$ cat src/rtl/alu_pkg.sv
// Shared definitions for the bit-serial ALU: ctrl encodings, FSM states, default width.
package alu_pkg;

  localparam int unsigned ALU_WIDTH = 64;

  localparam logic [3:0] CTRL_AND = 4'b0000;
  localparam logic [3:0] CTRL_OR  = 4'b0001;
  localparam logic [3:0] CTRL_ADD = 4'b0010;
  localparam logic [3:0] CTRL_SUB = 4'b0110;
  localparam logic [3:0] CTRL_SLT = 4'b0111;
  localparam logic [3:0] CTRL_NOR = 4'b1100;

  typedef enum logic [1:0] {
    S_IDLE,
    S_RUN,
    S_DONE
  } state_e;

  function automatic logic ctrl_legal(input logic [3:0] c);
    logic ok;
    case (c)
      CTRL_AND, CTRL_OR, CTRL_ADD, CTRL_SUB, CTRL_SLT, CTRL_NOR: ok = 1'b1;
      default:                                                   ok = 1'b0;
    endcase
    return ok;
  endfunction

endpackage

$ cat src/rtl/alu_bit_slice.sv
// Classic 1-bit ALU slice: optional operand inversion, AND/OR/ADD/LESS select,
// full-adder carry and raw sum exposed as set.
module alu_bit_slice (
  input  logic       a,
  input  logic       b,
  input  logic       ainvert,
  input  logic       binvert,
  input  logic [1:0] op,
  input  logic       cin,
  input  logic       less,
  output logic       o,
  output logic       set,
  output logic       cout
);

  logic aa;
  logic bb;
  logic sum;

  assign aa   = a ^ ainvert;
  assign bb   = b ^ binvert;
  assign sum  = aa ^ bb ^ cin;
  assign cout = (aa & bb) | (aa & cin) | (bb & cin);
  assign set  = sum;

  always_comb begin
    o = 1'b0;
    case (op)
      2'b00:   o = aa & bb;
      2'b01:   o = aa | bb;
      2'b10:   o = sum;
      default: o = less;
    endcase
  end

endmodule

$ cat src/rtl/serial_alu64.sv
// Bit-serial ALU: one alu_bit_slice iterated LSB-first over WIDTH bits with a start/done handshake.
// SERIAL_ALU_SLT_OVF_FIX_EN: when defined, SLT corrects the sign bit for subtraction overflow.
module serial_alu64
  import alu_pkg::*;
#(
  parameter int unsigned WIDTH = ALU_WIDTH
) (
  input  logic             clk,
  input  logic             rst_n,
  input  logic             start,
  input  logic [3:0]       ctrl,
  input  logic [WIDTH-1:0] a,
  input  logic [WIDTH-1:0] b,
  output logic             busy,
  output logic             done,
  output logic [WIDTH-1:0] result,
  output logic             zero,
  output logic             cout,
  output logic             ovf,
  output logic             err
);

  localparam int unsigned CNT_W = (WIDTH > 2) ? $clog2(WIDTH) : 1;

  state_e state_q, state_d;

  logic [WIDTH-1:0] a_q, b_q, sh_q, result_q;
  logic [3:0]       ctrl_q;
  logic [CNT_W-1:0] cnt_q;
  logic             carry_q, ill_q, zero_q, cout_q, ovf_q, err_q;

  logic             s_o, s_set, s_cout;
  logic             accept, last;
  logic             ovf_raw, less_bit;
  logic [WIDTH-1:0] shifted, fin_res;
  logic             fin_cout, fin_ovf;

  alu_bit_slice u_slice (
    .a       (a_q[0]),
    .b       (b_q[0]),
    .ainvert (ctrl_q[3]),
    .binvert (ctrl_q[2]),
    .op      (ctrl_q[1:0]),
    .cin     (carry_q),
    .less    (1'b0),
    .o       (s_o),
    .set     (s_set),
    .cout    (s_cout)
  );

  assign accept = start && ((state_q == S_IDLE) || (state_q == S_DONE));
  assign last   = (state_q == S_RUN) && (cnt_q == CNT_W'(WIDTH - 1));

  always_ff @(posedge clk or negedge rst_n) begin
    if (!rst_n) state_q <= S_IDLE;
    else        state_q <= state_d;
  end

  always_comb begin
    state_d = state_q;
    case (state_q)
      S_IDLE:  if (start) state_d = S_RUN;
      S_RUN:   if (last)  state_d = S_DONE;
      S_DONE:  state_d = start ? S_RUN : S_IDLE;
      default: state_d = S_IDLE;
    endcase
  end

  always_comb begin
    busy = (state_q == S_RUN);
    done = (state_q == S_DONE);
  end

  // On the final bit the slice is evaluating the MSB, so carry_q is the carry into it.
  assign ovf_raw = carry_q ^ s_cout;
`ifdef SERIAL_ALU_SLT_OVF_FIX_EN
  assign less_bit = s_set ^ ovf_raw;
`else
  assign less_bit = s_set;
`endif
  assign shifted = {s_o, sh_q[WIDTH-1:1]};

  always_comb begin
    fin_res  = shifted;
    fin_cout = s_cout;
    fin_ovf  = ovf_raw;
    if (ill_q) begin
      fin_res  = '0;
      fin_cout = 1'b0;
      fin_ovf  = 1'b0;
    end else begin
      case (ctrl_q)
        CTRL_SLT: begin
          fin_res    = '0;
          fin_res[0] = less_bit;
        end
        CTRL_AND, CTRL_OR, CTRL_NOR: begin
          fin_cout = 1'b0;
          fin_ovf  = 1'b0;
        end
        default: ;
      endcase
    end
  end

  always_ff @(posedge clk or negedge rst_n) begin
    if (!rst_n) begin
      a_q      <= '0;
      b_q      <= '0;
      sh_q     <= '0;
      ctrl_q   <= '0;
      cnt_q    <= '0;
      carry_q  <= 1'b0;
      ill_q    <= 1'b0;
      result_q <= '0;
      zero_q   <= 1'b0;
      cout_q   <= 1'b0;
      ovf_q    <= 1'b0;
      err_q    <= 1'b0;
    end else if (accept) begin
      a_q     <= a;
      b_q     <= b;
      sh_q    <= '0;
      ctrl_q  <= ctrl;
      cnt_q   <= '0;
      carry_q <= ctrl[2];
      ill_q   <= !ctrl_legal(ctrl);
    end else if (state_q == S_RUN) begin
      a_q     <= a_q >> 1;
      b_q     <= b_q >> 1;
      sh_q    <= shifted;
      carry_q <= s_cout;
      if (last) begin
        result_q <= fin_res;
        zero_q   <= (fin_res == '0);
        cout_q   <= fin_cout;
        ovf_q    <= fin_ovf;
        err_q    <= ill_q;
      end else begin
        cnt_q <= cnt_q + 1'b1;
      end
    end
  end

  assign result = result_q;
  assign zero   = zero_q;
  assign cout   = cout_q;
  assign ovf    = ovf_q;
  assign err    = err_q;

endmodule
$ cat config.mk
export PLATFORM = sky130hd
export DESIGN_NAME = serial_alu64
export DESIGN_NICKNAME = d
export VERILOG_FILES = /design/src/rtl/alu_pkg.sv /design/src/rtl/alu_bit_slice.sv /design/src/rtl/serial_alu64.sv
export SDC_FILE = /design/constraint.sdc
export NUM_CORES = 1
export LEC_CHECK = 0
export CAP_MARGIN = 5
export CELL_PAD_IN_SITES_DETAIL_PLACEMENT = 0
export CELL_PAD_IN_SITES_GLOBAL_PLACEMENT = 1
export CORE_AREA = 3 3 172 174
export DETAILED_ROUTE_END_ITERATION = 8
export DIE_AREA = 0 0 175 177
export PLACE_DENSITY = 0.78
export SLEW_MARGIN = 20
export SYNTH_ARGS = -nofsm -noshare
export SYNTH_HDL_FRONTEND = slang
export SYNTH_HIERARCHICAL = 1
export SYNTH_SLANG_ARGS = --single-unit
$ cat constraint.sdc
create_clock -name clk -period 7.2 [get_ports clk]
set_clock_uncertainty 0.05 [all_clocks]
set_input_delay 1.44 -clock clk [delete_from_list [all_inputs] [get_ports clk]]
set_output_delay 1.44 -clock clk [all_outputs]
set_load 0.02 [all_outputs]
After elaboration in Yosys (flattened, before gate mapping):

Cells that the tools add are included.

* logic and storage cells: 81
* register bits after elaboration: 274
* input port bits: 135
* output and inout port bits: 70

* equal/unequal tests: 16
* bitwise gates (word level): 12
* add/sub/neg operators: 1
* multiplexer cells: 24
* reduce and logical (&&, ||, !) cells: 15

Operator list (number)
* $mux W64: 8
* $logic_not A64 Y1: 1
* $mux W6: 3
* $eq A4 B3 Y1 const B: 3
* $mux W1: 9
* $eq A4 B1 Y1 const B: 2
* $eq A4 B4 Y1 const B: 2
* $logic_not A4 Y1: 2
* $add A6 B1 Y6 const B: 1
* $eq A6 B6 Y1 const B: 1
* $pmux W2 S3: 1
* $reduce_or A6 Y1: 1
* $xor A1 B1 Y1: 5
* $eq A2 B1 Y1 const B: 2
* $eq A2 B2 Y1 const B: 2
* $eq A4 B2 Y1 const B: 1
* $logic_not A2 Y1: 2
* $mux W2: 2
* $ne A2 B2 Y1 const B: 2
* $reduce_and A2 Y1: 2
* $and A1 B1 Y1: 3
* $or A1 B1 Y1: 3
* $pmux W1 S3: 1
* $reduce_and A3 Y1: 1
* other kinds (7): 8

Logic depth before layout (Yosys ltp):

Gate-level depths: netlist of the first run.

* word-level depth: 7
* gate-level depth with buffers: 9

By module:

Netlist of the first run, hierarchy kept.

By module, submodules not included
* serial_alu64: area an instance 11073.1 µm², times used 1, cells each 1084, seq. area each 6831.6 µm²
* alu_bit_slice: area an instance 107.6 µm², times used 1, cells each 12, seq. area each 0.0 µm²

Worst setup path after synthesis of the first run:

Ideal clock, no wire load.

* path type: register -> register
* start: register ctrl_q[2]
* end: register zero_q (netlist: zero)
* cell stages (with the launch flop): 10
* period minus slack after synthesis: 2.693 ns
* setup slack: 4.507 ns
* buffers on the path: 0
* arrival time: 2.560 ns
* cells stage by stage: dfrtp_1 -> xor2_1 -> inv_1 -> fa_1 -> inv_1 -> mux4_2 -> nor4_1 -> nand4_1 -> or4_1 -> o21ai_0

* word-level cells in the longest chain between the ends: 7
* elaborated cells between the ends (all ways): 10
* those cells by class: eq/ne (1); mux (3); bitwise (5); reduce/logical (1)

RTL lines
* from (decl): line serial_alu64.sv:28 `logic [3:0] ctrl_q;`
* from (signal assigned): line serial_alu64.sv:124 `ctrl_q <= ctrl;`
* $xor A1 B1 Y1: line alu_bit_slice.sv:21 `assign bb = b ^ binvert;`
* $xor A1 B1 Y1 (2 in series): line alu_bit_slice.sv:22 `assign sum = aa ^ bb ^ cin;`
* via less_bit: line serial_alu64.sv:34 `logic ovf_raw, less_bit;`
* $pmux W1 S3: line alu_bit_slice.sv:28 `case (op)`
* via s_o: line serial_alu64.sv:32 `logic s_o, s_set, s_cout;`
* $mux W64: line serial_alu64.sv:92 `case (ctrl_q)`
* $mux W64: line serial_alu64.sv:87 `if (ill_q) begin`
* $logic_not A64 Y1: line serial_alu64.sv:135 `zero_q <= (fin_res == '0);`
* to (signal assigned): line serial_alu64.sv:135
* to (decl): line serial_alu64.sv:30 `logic carry_q, ill_q, zero_q, cout_q, ovf_q, err_q;`

The timed path passes the listed nets, and every way through them passes these cells.
A chain may end at the register's enable or synchronous reset.

Final worst setup path of the first run:

* start: register state_q[1]
* end: output port busy

* word-level cells in the longest chain between the ends: 1

RTL lines
* from (decl): line serial_alu64.sv:25 `state_e state_q, state_d;`
* from (signal assigned): line serial_alu64.sv:56 `else state_q <= state_d;`
* $eq A2 B1 Y1: line serial_alu64.sv:70 `busy = (state_q == S_RUN);`
* to (decl): line serial_alu64.sv:14 `output logic busy,`

Every way passes these cells.

==> impl_results.md, run 1 <==
- Status: complete, no violations
- First-pass GRT wire length: 43300 um
- Pwr dens: 367 nW/um2
- Vias: 8591
- Reg2reg path depth: 6
- Crit Path Max Fanout: 101
- Register-to-register setup slack: 3.77 ns
- VDD IR max: 170 uV
- Library cells used by synthesis: 35
- Psw: 1.72 mW
- # clock sinks: 273
- Row cnt: 61
- WS Path Type: register to primary output
- DIE AREA: 31000 um2
- Reg-to-Reg Start: state_q[1]
- Worst Path Required: 5.71 ns
- Crit path capture: busy
- Fin crit share: 60.1%
- Clock share of power: 28.6%
- Tmin final: 4.33 ns
- Syn Inst Count: 1096
- Slew Limit Fails: 0
- Worst Setup Start Kind: register
- Comb pwr share: 25.5%
- Crit path launch: state_q[1]
- Clk buf depth: 3
- CP Capture Type: primary output
- Flops & latches, synth: 273
- Leakage: 6.49 nW
- Post-CTS Setup Bufs: 0
- RR Endpoint: cnt_q[4]
- Syn. warnings: 6
- Vias in the first global route: 8189
- Initial antenna violation count: 2
- CTS tree: done
- Mean Syn Cell Area: 10.2 um2
- Die width: 175 um
- Detailed Place HPWL: 16600 um
- Clk Latency, worst-skew pair: 0.56 ns
- CTS H-tree lvls: 1
- Sequential area share after synthesis: 61.1%
- Fin nets: 1392
- Max-cap viol count: 0
- # DRC: 0
- Post-synth EDFFs: 0
- Async set or reset register ratio after synthesis: 100%
- Syn nets: 1235
- Initial Utilization: 40.0%
- DRT Wirelength: 26900 um
- Setup TNS: 0 ns
- Count of input and output buffers: 204
- Arr. time, crit path: 2.84 ns
- Setup violations, final: 0
- Post-DR wirelength/cell: 16.3 um
- Layout area overhead: 29.3%
- CTS clk-pin slew, worst paths: 0.06 ns
- Final Hold Fails: 0
- Worst min-delay path class: register to register
- Sequential share of power: 45.9%
- Proportion of layout cells with a drive suffix above 1: 5.33%
- # hold bufs at CTS: 0
- Synth Cell Area: 11200 um2
- Sw Ratio: 32.3%
- Congestion Overflow GR: 0
- Die Height: 177 um
- Routed vias/inst: 5.19
- Post-synth top flop: dfrtp_1
- Clock Root Buffer: clkbuf_16
- Gpl congestion: 0.779
- CTS Buf Count: 29
- RSZ-0062 raised after global routing: false
- Drt pass-1 iters: 5
- Slew @ Worst Pin: 1.01 ns
- Relative slew slack: 32.8%
- Utilization after layout: 51.8%
- FMAX: 0.231 GHz
- Core area: 27900 um2
- Overall routing resource usage: 16.8%
- Total I/O pin count: 205
- Internal: 3.59 mW
- CTS resizes: 0
- Largest net degree at the start of global routing: 226
- ANT nets after route: 0
- Starting DRT DRC Count: 618
## cells in the mapped netlist, types with 2 or more instances
cell type  instances  share of area [%]
a21oi_1            4               0.18
a22o_1           128                 10
a22oi_1            7               0.47
a31oi_1          120                6.7
buf_2              2              0.090
buf_6              6               0.60
clkbuf_1          78                2.6
dfrtp_1          273                 61
ha_1               3               0.34
inv_1              8               0.27
mux2i_1            3               0.27
nand2_1          277                9.3
nand2b_1           2               0.11
nand3_1            5               0.22
nand4_1            4               0.22
nor2_1           126                4.2
nor2b_1            3               0.17
nor4_1            16               0.90
o211ai_1           2               0.13
o21ai_0            7               0.31
o21bai_1           2               0.13
o31ai_1            2               0.13
or3_1              2               0.11
xnor2_1            2               0.16
xor2_1             4               0.31
## worst max-delay path, stage by stage (launching register included)
cell and delay, ns:
dfrtp_1 0.38, nand2b_4 0.40, inv_6 0.68, clkdlybuf4s50_1 0.75
## cells by family after synthesis
family                     share of synthesized area, %
muxes                                             0.470
and+or+nand+nor                                    15.6
other                                            0.0335
AOI/OAI and AO/OA                                  18.2
DFF                                                61.1
xor gates and xnor gates                          0.470
buffers and inverters                              3.68
adders and majority gates                         0.515
## routing by layer
metal  global-route usage, %  share of wire, %  routed length [um]
met1                    24.1                45               12300
met2                    26.2                46               12400
met3                    4.12               6.4                1720
met4                    3.62               1.8                 478
met5                       0              0.12                  31
## worst min path at each step
| stage | endpoint | from | cells after the start |
|---|---|---|---|
| final | cout | cout | 2 |
| after CTS | a_q[11] | a_q[11] | 2 |
| after detailed placement | a_q[11] | a_q[11] | 2 |
| after global placement | b_q[1] | b_q[1] | 2 |
| after global routing | a_q[11] | a_q[11] | 2 |
| after floorplan | a_q[11] | a_q[11] | 2 |
## power by group through the flow
stage / Sequential, mW / Combinational (mW) / Clock [mW]
final: 2.43 / 1.35 / 1.52
after global routing: 2.51 / 1.54 / 1.61
after CTS: 2.43 / 1.38 / 1.55
after detailed placement: 2.45 / 1.38 / 0
after global placement: 2.44 / 1.34 / 0
after floorplan: 2.38 / 0.982 / 0
## cells in the final DEF (no fill, tap or decap), drive strengths merged
cell type,synthesis,final
nand4b,1,1
bufinv,0,2
nor2b,3,3
a22o,128,128
a21oi,4,4
mux4,1,1
fa,1,1
a22oi,7,7
diode,0,1
clkinvlp,0,4
buf,9,10
ha,3,3
mux2i,3,3
a31oi,120,120
inv,8,10
o21ai,8,8
nand4,4,4
nor3b,1,1
or4,1,1
nor4,16,16
nand2b,2,2
o21bai,2,2
xor2,4,4
dfrtp,273,273
nor2,126,126
xnor2,2,2
conb,1,1
nand2,277,277
and3,1,1
clkinv,1,8
clkdlybuf4s50,0,203
or3,2,2
clkbuf,78,39
o31ai,2,2
nand3,5,5
o211ai,2,2
## per-stage QoR
stage               instance area [um2]  setup slack (ns)  instances  power (mW)  hold WS [ns]
finish                            14500              2.87       1655        5.30         0.431
global route                      14500              2.73       1654        5.66         0.461
CTS                               14400              2.84       1653        5.37         0.435
detailed placement                13400              3.44       1599        3.83         0.420
global placement                  13400              3.45       1599        3.79         0.409
floorplan                         11200              4.51       1096        3.36         0.396
## registers in the layout, summed over array words and instances (netlist names)
register,cells
cnt_q,6
result,64
state_q,2
ctrl_q,4
ill_q,1
err,1
b_q,64
sh_q,63
a_q,64
ovf,1
carry_q,1
cout,1
zero,1
## area by class of cell
class / count / area [um2]
Clock inverter: 15 / 150
Multi-Input combinational cell: 727 / 3970
Inverter: 9 / 38.8
Tap cell: 378 / 473
Sequential cell: 273 / 6830
Fill cell: 2581 / 13500
Clock buffer: 39 / 833
Antenna cell: 1 / 2.50
Timing Repair Buffer: 213 / 2160
No activity file was read; power rests on OpenSTA's default activity.
==> inputs of run 2 (changes only) <==
- CORE_AREA: 3 3 172 174 -> 3 3 178 180
- DIE_AREA: 0 0 175 177 -> 0 0 181 183
- PLACE_DENSITY: 0.78 -> 0.76
- clock period: 7.2 -> 3.9 ns (I/O delays scaled with it)
==> run 2 against run 1 <==
Final cell count increased by 1.2%. Combinational power increased by 87%. Sequential cell count unchanged. Sequential share of layout area decreased by 0.065 points. Design area increased by 0.14%. Via count increased by 1.0%. Core utilization decreased by 4.1 points. Worst hold slack got worse by 0.27 ns. Register-to-register slack got worse by 2.8 ns. Die area increased by 6.9%. Clock power increased by 74%. Highest routed layer unchanged.
==> impl_results.md, run 2 (synthesis results as in run 1) <==
- Comb pwr share: 26.1%
- Clock share of power: 27.4%
- Initial antenna violation count: 2
- Final Hold Fails: 0
- Wire length on met2: 12200 um
- Dpl cells: 1625
- Multi-input logic area: 3970 um2
- Total I/O pin count: 205
- Vias in the first global route: 8387
- Status: complete, no violations
- Reg2reg path depth: 9
- Most frequent cells in the layout: nand2_1 (277), dfrtp_1 (273), clkdlybuf4s50_1 (203), a22o_1 (128), nor2_1 (125)
- FMAX: 0.346 GHz
- Register Area: 6830 um2
- CTS clk-pin slew, worst paths: 0.06 ns
- Slew Limit Fails: 0
- Overall routing resource usage: 15.9%
- Arr. time, crit path: 3.32 ns
- Post-CTS Setup Bufs: 0
- Utilization after layout: 47.7%
- Psw: 3.13 mW
- Fin area: 14500 um2
- Detailed Place HPWL: 17000 um
- Highest routed layer: met5
- Tmin final: 2.89 ns
- Clk Latency, worst-skew pair: 0.55 ns
- Crit Path Max Fanout: 5
- Worst Path Required: 4.32 ns
- Core area: 30300 um2
- Starting DRT DRC Count: 715
- Sequential share of power: 46.5%
- ANT nets after route: 0
- # clock sinks: 273
- Proportion of layout cells with a drive suffix above 1: 5.39%
- Internal: 6.55 mW
- Worst min-delay path class: input port to asynchronous set/reset pin
- Initial Utilization: 36.8%
- Die width: 181 um
- CTS Buf Count: 30
- Layout area overhead: 29.5%
- CTS tree: done
- Fin crit share: 74.2%
- Worst Setup Start Kind: register
- Pwr Total: 9.68 mW
- DIE AREA: 33100 um2
- Ant. Diodes: 0
- Sw Ratio: 32.3%
- Routed vias/inst: 5.18
- Hold_ws: 0.156 ns
- RR Endpoint: zero
- # hold bufs at CTS: 0
- M1 wire length: 12800 um
- Leakage: 6.50 nW
- WL met3: 1530 um
- Row cnt: 64
- Slew @ Worst Pin: 0.997 ns
- Relative slew slack: 33.5%
- Clk buf depth: 3
- VDD IR max: 320 uV
- Die Height: 183 um
- DRT Wirelength: 27200 um
- CTS resizes: 0
- Vias: 8677
- First-pass GRT wire length: 44500 um
- RSZ-0062 raised after global routing: false
- CTS H-tree lvls: 1
- Clock Root Buffer: clkbuf_16
- CP Capture Type: register
- Count of input and output buffers: 204
- Reg-to-Reg Start: ctrl_q[2]
- Drt pass-1 iters: 5
- Final setup margin: 1.01 ns
- Fin nets: 1400
- Placement Cell Area: 13600 um2
- Pwr dens: 669 nW/um2
- Dpl ws: 0.981 ns
- WS Path Type: register to register
- Post-DR wirelength/cell: 16.2 um
- Setup TNS: 0 ns
- Gpl congestion: 0.749
- Register-to-register setup slack: 1.01 ns
- Largest net degree at the start of global routing: 195
- Most common cell after layout, fill and taps aside: nand2_1
- Congestion Overflow GR: 0
- Fin cells: 1675
- Setup violations, final: 0
- # DRC: 0
- Max-cap viol count: 0
- # fillers: 2865
[run 2: cell types whose count changed in the layout (fill, tap and decap cells not counted), sizes merged]
cell	previous run	this run
diode	1	0
buf	10	17
bufinv	2	0
clkinv	8	7
inv	10	9
clkbuf	39	43
clkinvlp	4	0
[run 2: worst max-delay path by stage]
stage	startpoint	end	slack (ns)	cells after the start
after floorplan	ctrl_q[2]	zero	1.21	9
after detailed placement	ctrl_q[2]	zero	0.98	9
after global placement	ctrl_q[2]	zero	1.09	9
after global routing	ctrl_q[2]	zero	0.74	9
after CTS	ctrl_q[2]	zero	0.97	9
final	ctrl_q[2]	zero	1.01	9
[run 2: metal layers]
layer	track usage (%)	up-vias
met5	0	-
met3	3.21	44
li1	-	4174
met1	23.6	4234
met4	3.63	4
met2	24.1	221
[run 2: worst max-delay path, stage by stage, from the launching register on]
cell and delay (ns):
dfrtp_1 0.42, xor2_1 0.21, inv_1 0.10, fa_1 0.48
inv_1 0.05, mux4_2 0.48, nor4_1 0.24, nand4_1 0.12
or4_1 0.50, o21ai_0 0.15
[run 2: cell type report]
class	instances	area share [%]
repair buffers	220	15.3
inverters	9	0.268
well taps	396	3.42
clock inverters	7	0.320
clock buffers	43	6.08
multi-input cells	727	27.4
flip-flops and latches	273	47.2
[run 2: power groups by stage]
stage / clock [mW] / combinational (mW) / sequential [mW]
3_3_place_gp: 0 / 2.51 / 4.51
5_1_grt: 2.84 / 2.89 / 4.65
4_1_cts: 2.73 / 2.58 / 4.50
3_5_place_dp: 0 / 2.58 / 4.52
6_report: 2.65 / 2.53 / 4.50
2_1_floorplan: 0 / 1.81 / 4.40
